File: src/rtl/ram_ctrl_pkg.sv
// Shared types for the RAM command sequencer: command op encodings,
// FSM state encoding and the phase-counter width helper.
package ram_ctrl_pkg;

    typedef enum logic [1:0] {
        OP_NOP   = 2'd0,
        OP_WRITE = 2'd1,
        OP_LOAD  = 2'd2,
        OP_CLEAR = 2'd3
    } opT;

    typedef enum logic [1:0] {
        ST_IDLE,
        ST_SETUP,
        ST_STRB,
        ST_HOLD
    } stateT;

    // Width needed to count down a SETUP/HOLD window of holdCyc cycles.
    function automatic int cntWidth(input int holdCyc);
        return (holdCyc < 1) ? 1 : $clog2(holdCyc + 1);
    endfunction

endpackage

File: src/rtl/ram_ctrl_phase_cnt.sv
// Loadable down-counter timing the SETUP/HOLD windows; zero marks the
// last cycle of the current window.
module ram_ctrl_phase_cnt #(
    parameter int W = 1
) (
    input  logic         clk,
    input  logic         rst,
    input  logic         load,
    input  logic [W-1:0] loadVal,
    output logic         zero
);

    logic [W-1:0] cnt;

    // NOTE: sequential state uses non-blocking assignments and an async reset in the sensitivity list.
    always_ff @(posedge clk or posedge rst) begin
        if (rst) begin
            cnt <= '0;
        end else if (load) begin
            cnt <= loadVal;
        end else if (cnt != '0) begin
            cnt <= cnt - W'(1);
        end
    end

    assign zero = (cnt == '0);

endmodule

File: src/rtl/ram_ctrl_seq.sv
// Command sequencer feeding the 4x4 RAM + accumulator stage with glitch-free
// one-cycle strobes. Optional CLEAR command enabled by macro RAM_CTRL_CLEAR_EN.
module ram_ctrl_seq
    import ram_ctrl_pkg::*;
#(
    parameter int DATA_W   = 4,
    parameter int ADDR_W   = 2,
    parameter int HOLD_CYC = 1
) (
    input  logic              clk,
    input  logic              rst,
    input  logic              cmd_valid,
    output logic              cmd_ready,
    input  logic [1:0]        cmd_op,
    input  logic [ADDR_W-1:0] cmd_addr,
    input  logic [DATA_W-1:0] cmd_data,
    output logic [ADDR_W-1:0] ram_addr,
    output logic [DATA_W-1:0] ram_d,
    output logic              ram_we,
    output logic              acc_ld,
    output logic              busy,
    output logic              done
);

`ifdef RAM_CTRL_CLEAR_EN
    localparam bit CLEAR_EN = 1'b1;
`else
    localparam bit CLEAR_EN = 1'b0;
`endif

    localparam int                CNT_W     = cntWidth(HOLD_CYC);
    localparam logic [CNT_W-1:0]  WIN_LAST  = CNT_W'(HOLD_CYC - 1);
    localparam logic [ADDR_W-1:0] ADDR_LAST = '1;

    stateT            state, stateNext;
    opT               op;
    logic             cmdRuns, cmdClear;
    logic             isLoad, isClear;
    logic             moreItems, nextItem;
    logic             cntLoad, cntZero;
    logic [CNT_W-1:0] cntLoadVal;

    assign op        = opT'(cmd_op);
    assign cmdClear  = CLEAR_EN && (op == OP_CLEAR);
    assign cmdRuns   = (op == OP_WRITE) || (op == OP_LOAD) || cmdClear;
    assign moreItems = isClear && (ram_addr != ADDR_LAST);

    ram_ctrl_phase_cnt #(.W(CNT_W)) uPhaseCnt (
        .clk     (clk),
        .rst     (rst),
        .load    (cntLoad),
        .loadVal (cntLoadVal),
        .zero    (cntZero)
    );

    // NOTE: every always_comb output gets a default first so no latch is inferred.
    always_comb begin
        stateNext  = state;
        cntLoad    = 1'b0;
        cntLoadVal = WIN_LAST;
        nextItem   = 1'b0;
        case (state)
            ST_IDLE: begin
                if (cmd_valid) begin
                    cntLoad = 1'b1;
                    if (cmdRuns) begin
                        stateNext = ST_SETUP;
                    end else begin
                        // NOP spends a single HOLD cycle so done still pulses.
                        stateNext  = ST_HOLD;
                        cntLoadVal = '0;
                    end
                end
            end
            ST_SETUP: begin
                if (cntZero) stateNext = ST_STRB;
            end
            ST_STRB: begin
                stateNext = ST_HOLD;
                cntLoad   = 1'b1;
            end
            ST_HOLD: begin
                if (cntZero) begin
                    if (moreItems) begin
                        stateNext = ST_SETUP;
                        cntLoad   = 1'b1;
                        nextItem  = 1'b1;
                    end else begin
                        stateNext = ST_IDLE;
                    end
                end
            end
            default: stateNext = ST_IDLE;
        endcase
    end

    always_ff @(posedge clk or posedge rst) begin
        if (rst) begin
            state    <= ST_IDLE;
            ram_addr <= '0;
            ram_d    <= '0;
            ram_we   <= 1'b0;
            acc_ld   <= 1'b0;
            isLoad   <= 1'b0;
            isClear  <= 1'b0;
        end else begin
            state  <= stateNext;
            // Strobes are registered decodes of the next state: one clean cycle each.
            ram_we <= (stateNext == ST_STRB) && !isLoad;
            acc_ld <= (stateNext == ST_STRB) && isLoad;
            if (state == ST_IDLE && cmd_valid) begin
                isLoad  <= (op == OP_LOAD);
                isClear <= cmdClear;
                if (cmdClear) begin
                    ram_addr <= '0;
                    ram_d    <= '0;
                end else if (op == OP_WRITE) begin
                    ram_addr <= cmd_addr;
                    ram_d    <= cmd_data;
                end else if (op == OP_LOAD) begin
                    ram_addr <= cmd_addr;
                end
            end else if (nextItem) begin
                // ram_addr doubles as the CLEAR address counter.
                ram_addr <= ram_addr + ADDR_W'(1);
            end
        end
    end

    assign done      = (state == ST_HOLD) && cntZero && !moreItems;
    assign cmd_ready = (state == ST_IDLE) && !rst;
    assign busy      = ~cmd_ready;

endmodule
File: config.mk
export PLATFORM = sky130hd
export DESIGN_NAME = ram_ctrl_seq
export DESIGN_NICKNAME = d
export VERILOG_FILES = /design/src/rtl/ram_ctrl_pkg.sv /design/src/rtl/ram_ctrl_phase_cnt.sv /design/src/rtl/ram_ctrl_seq.sv
export SDC_FILE = /design/constraint.sdc
export NUM_CORES = 1
export LEC_CHECK = 0
export CAP_MARGIN = 20
export CORE_AREA = 4 4 41 43
export DETAILED_ROUTE_END_ITERATION = 7
export DIE_AREA = 0 0 45 47
export HOLD_SLACK_MARGIN = 0.1
export PLACE_DENSITY = 0.81
export REMOVE_ABC_BUFFERS = 1
export SLEW_MARGIN = 5
export SYNTH_ARGS = -nofsm -noshare
export SYNTH_HDL_FRONTEND = slang
export SYNTH_SLANG_ARGS = --single-unit
File: constraint.sdc
create_clock -name clk -period 2.9 [get_ports clk]
set_input_delay 0.58 -clock clk [delete_from_list [all_inputs] [get_ports clk]]
set_output_delay 0.58 -clock clk [all_outputs]
set_load 0.02 [all_outputs]
==> reports/qor.csv <==
stage,metric,value,unit
sta,Post-Route Setup TNS,0,ns
sta,highest clock rate,412,MHz
global_routing,GRT overflow,0,
clock_tree,Root Buffer,clkbuf_4,
critical_path,"Slowest-stage cell, CP",clkdlybuf4s50_1,
clock_tree,Post-CTS Resized,0,
clock_tree,TritonCTS buffer count,3,
floorplan,Core Region,0.00130,mm²
finish,diodes inserted,0,
hold_path,worst hold stages,1,
finish,Filler Cell Count,111,
clock_tree,post-CTS setup buffer count,0,
sta,Tcrit/Tclk final,83.6,%
critical_path,WS Path Type,reg2out,
clock_tree,CTS tree,done,
global_routing,initial antenna violation count,0,
synth,synth warn,0,
finish,fin nets,87,
floorplan,std cell rows,13,
sta,Hold Slack,0.443,ns
synth,Cells after Synth,44,
synth,post-synthesis cell type count,16,
drt,Vias,399,
clock_tree,H-tree Lvls,1,
drt,TritonRoute pass-1 iters,1,
drt,Starting DRT DRC Count,0,
placement,Detail Placement HPWL,917,µm
floorplan,IO Count,22,
global_routing,number of global-route vias before repair,467,
status,status,"complete, no violations",
sta,"Slew Viols, Final",0,
drt,DRT Wirelength,1.11,mm
finish,Layout area overhead,45.7,%
drt,post-route ant nets,0,
sta,relative slew slack,70.9,%
finish,most frequent cells in the layout,"clkdlybuf4s50_1, dfrtp_1, inv_1, ha_1, mux2_1",
drt,Residual DRC,0,
critical_path,worst setup path endpoint,cmd_ready,
critical_path,CP Max Fanout,5,
critical_path,CP peak stage delay,0.63,ns
sta,# setup viols final,0,
power_and_ir_drop,Leak,0.369,nW
critical_path,Worst R2R End,ram_we$_DFF_PP0_,
job,Max-Cap Viols,0,
placement,PortBufs,21,
critical_path,worst path cell trace,inv_1 -> ha_1 -> nor2b_1 -> clkdlybuf4s50_1,
floorplan,Initial Utilization,42.9,%
floorplan,Die ar.,0.00212,mm²
critical_path,FF-to-FF path depth,4,
sta,clock period minus final worst setup slack,2.43,ns
clock_tree,Worst-Skew Late Latency,0.26,ns
global_routing,GRT Total Usage,13.4,%
clock_tree,clk slew on worst S/H paths,0.07,ns
critical_path,critical path data arrival time,1.85,ns
synth,Yosys reg bits,11,
critical_path,Crit Reg-Reg Startpoint,state[1]$_DFF_PP0_,
sta,Worst Tran Pin Value,0.435,ns
critical_path,FF-to-FF setup slack,1.50,ns
clock_tree,CTS max path bufs,2,
global_routing,pin count of the biggest net entering global routing,12,
synth,syn_area_per_cell,12.7,µm²
floorplan,Die Y,47,µm
global_routing,first-pass GRT wire length,1.92,mm
synth,"Seq/Total Area, Yosys",49.3,%
floorplan,die extent in x,45,µm
placement,GP Congestion,0.729,
hold_path,Hold Path Class,reg2reg,
sta,unrepaired setup endpoints after global routing,false,
finish,"commonest non-fill, non-tap cell in the layout",clkdlybuf4s50_1,
synth,"Cell Area, Synth",558,µm²
sta,"Hold Vio Cnt, Final",0,
power_and_ir_drop,pwr/cell area,1000,mW/mm²
sta,clock skew,0.00235,ns
critical_path,Worst Setup SP,state[1]$_DFF_PP0_,
critical_path,Crit. End Element,output pin,
critical_path,Critical Path Source Type,flip-flop,
clock_tree,clock sinks,11,
finish,layout cells sized above 1,15.9,%
clock_tree,CTS Hold Bufs,0,
drt,routed len/inst,13.2,µm
critical_path,CP required,2.32,ns
drt,Via density,4.75,
power_and_ir_drop,Peak VDD IR,0.000484,V
## cells in the mapped netlist (all sizes together)
master | n | share of area (%)
nor2b | 1 | 1.1
or3b | 1 | 2.0
mux2 | 7 | 14
nand2 | 1 | 0.67
nor2 | 3 | 2.0
nand3b | 1 | 1.3
ha | 6 | 13
a21boi | 1 | 2.0
inv | 6 | 4.0
mux2i | 1 | 1.8
dfrtp | 11 | 49
nand3 | 1 | 1.8
a21oi | 3 | 3.4
nand4bb | 1 | 2.9
## cells by family after synthesis
group / share of synthesized area, %
flops: 49.3
simple gates: 11.9
fa+ha+maj: 13.5
buf+inv: 4.04
compound gates: 5.38
mux: 15.9
## metrics by stage
stage	instance area, µm²	util [%]	setup slack, ns	instances	power [mW]
final	813	62.5	0.474	84	0.814
after global routing	813	62.5	0.360	84	0.885
after CTS	813	62.5	0.447	84	0.829
after detailed placement	787	60.5	0.533	80	0.723
after global placement	787	60.5	0.563	80	0.711
after floorplan	558	-	1.05	44	0.540
## worst max-delay path: cells and delay by family (launching register included)
family                     cells  cell delay, ns
buffers and inverters          2            0.73
DFF                            1            0.43
adders and majority gates      1            0.23
and+or+nand+nor                1            0.19
## report_power, final
part	internal (mW)	leakage [nW]	switching, mW
Combinational	0.233	0.219	0.210
Sequential	0.227	0.136	0.0431
Clock	0.0532	0.0150	0.0479
Total	0.513	0.369	0.301
## area by class of cell
| cell class | count | area, µm² | share of cell area, % |
|---|---|---|---|
| Sequential cell | 11 | 275 | 33.8 |
| Multi-Input combinational cell | 27 | 260 | 32.0 |
| Inverter | 6 | 22.5 | 2.77 |
| Tap cell | 15 | 18.8 | 2.31 |
| Timing Repair Buffer | 21 | 210 | 25.8 |
| Clock buffer | 4 | 26.3 | 3.23 |
## state kept, by name, indices dropped and copies added (netlist names)
signal,flops
isLoad,1
ram_we,1
state,2
ram_d,4
ram_addr,2
acc_ld,1
## layer usage
layer	vias to the layer above	global-route usage, %	share of wire [%]
li1	196	-	-
met1	188	12.0	36
met2	15	26.0	57
met3	0	6.90	7.4
met4	0	3.51	0
met5	-	0	0
## how the worst min path moves through the flow
stage / startpoint / to / slack [ns]
floorplan: isLoad$_DFFE_PP0P_ / ram_we$_DFF_PP0_ / 0.42
detailed placement: isLoad$_DFFE_PP0P_ / ram_we$_DFF_PP0_ / 0.45
CTS: isLoad$_DFFE_PP0P_ / ram_we$_DFF_PP0_ / 0.45
global placement: isLoad$_DFFE_PP0P_ / ram_we$_DFF_PP0_ / 0.44
global route: isLoad$_DFFE_PP0P_ / ram_we$_DFF_PP0_ / 0.47
finish: isLoad$_DFFE_PP0P_ / ram_we$_DFF_PP0_ / 0.44
Power figures use the tool's default switching activity.
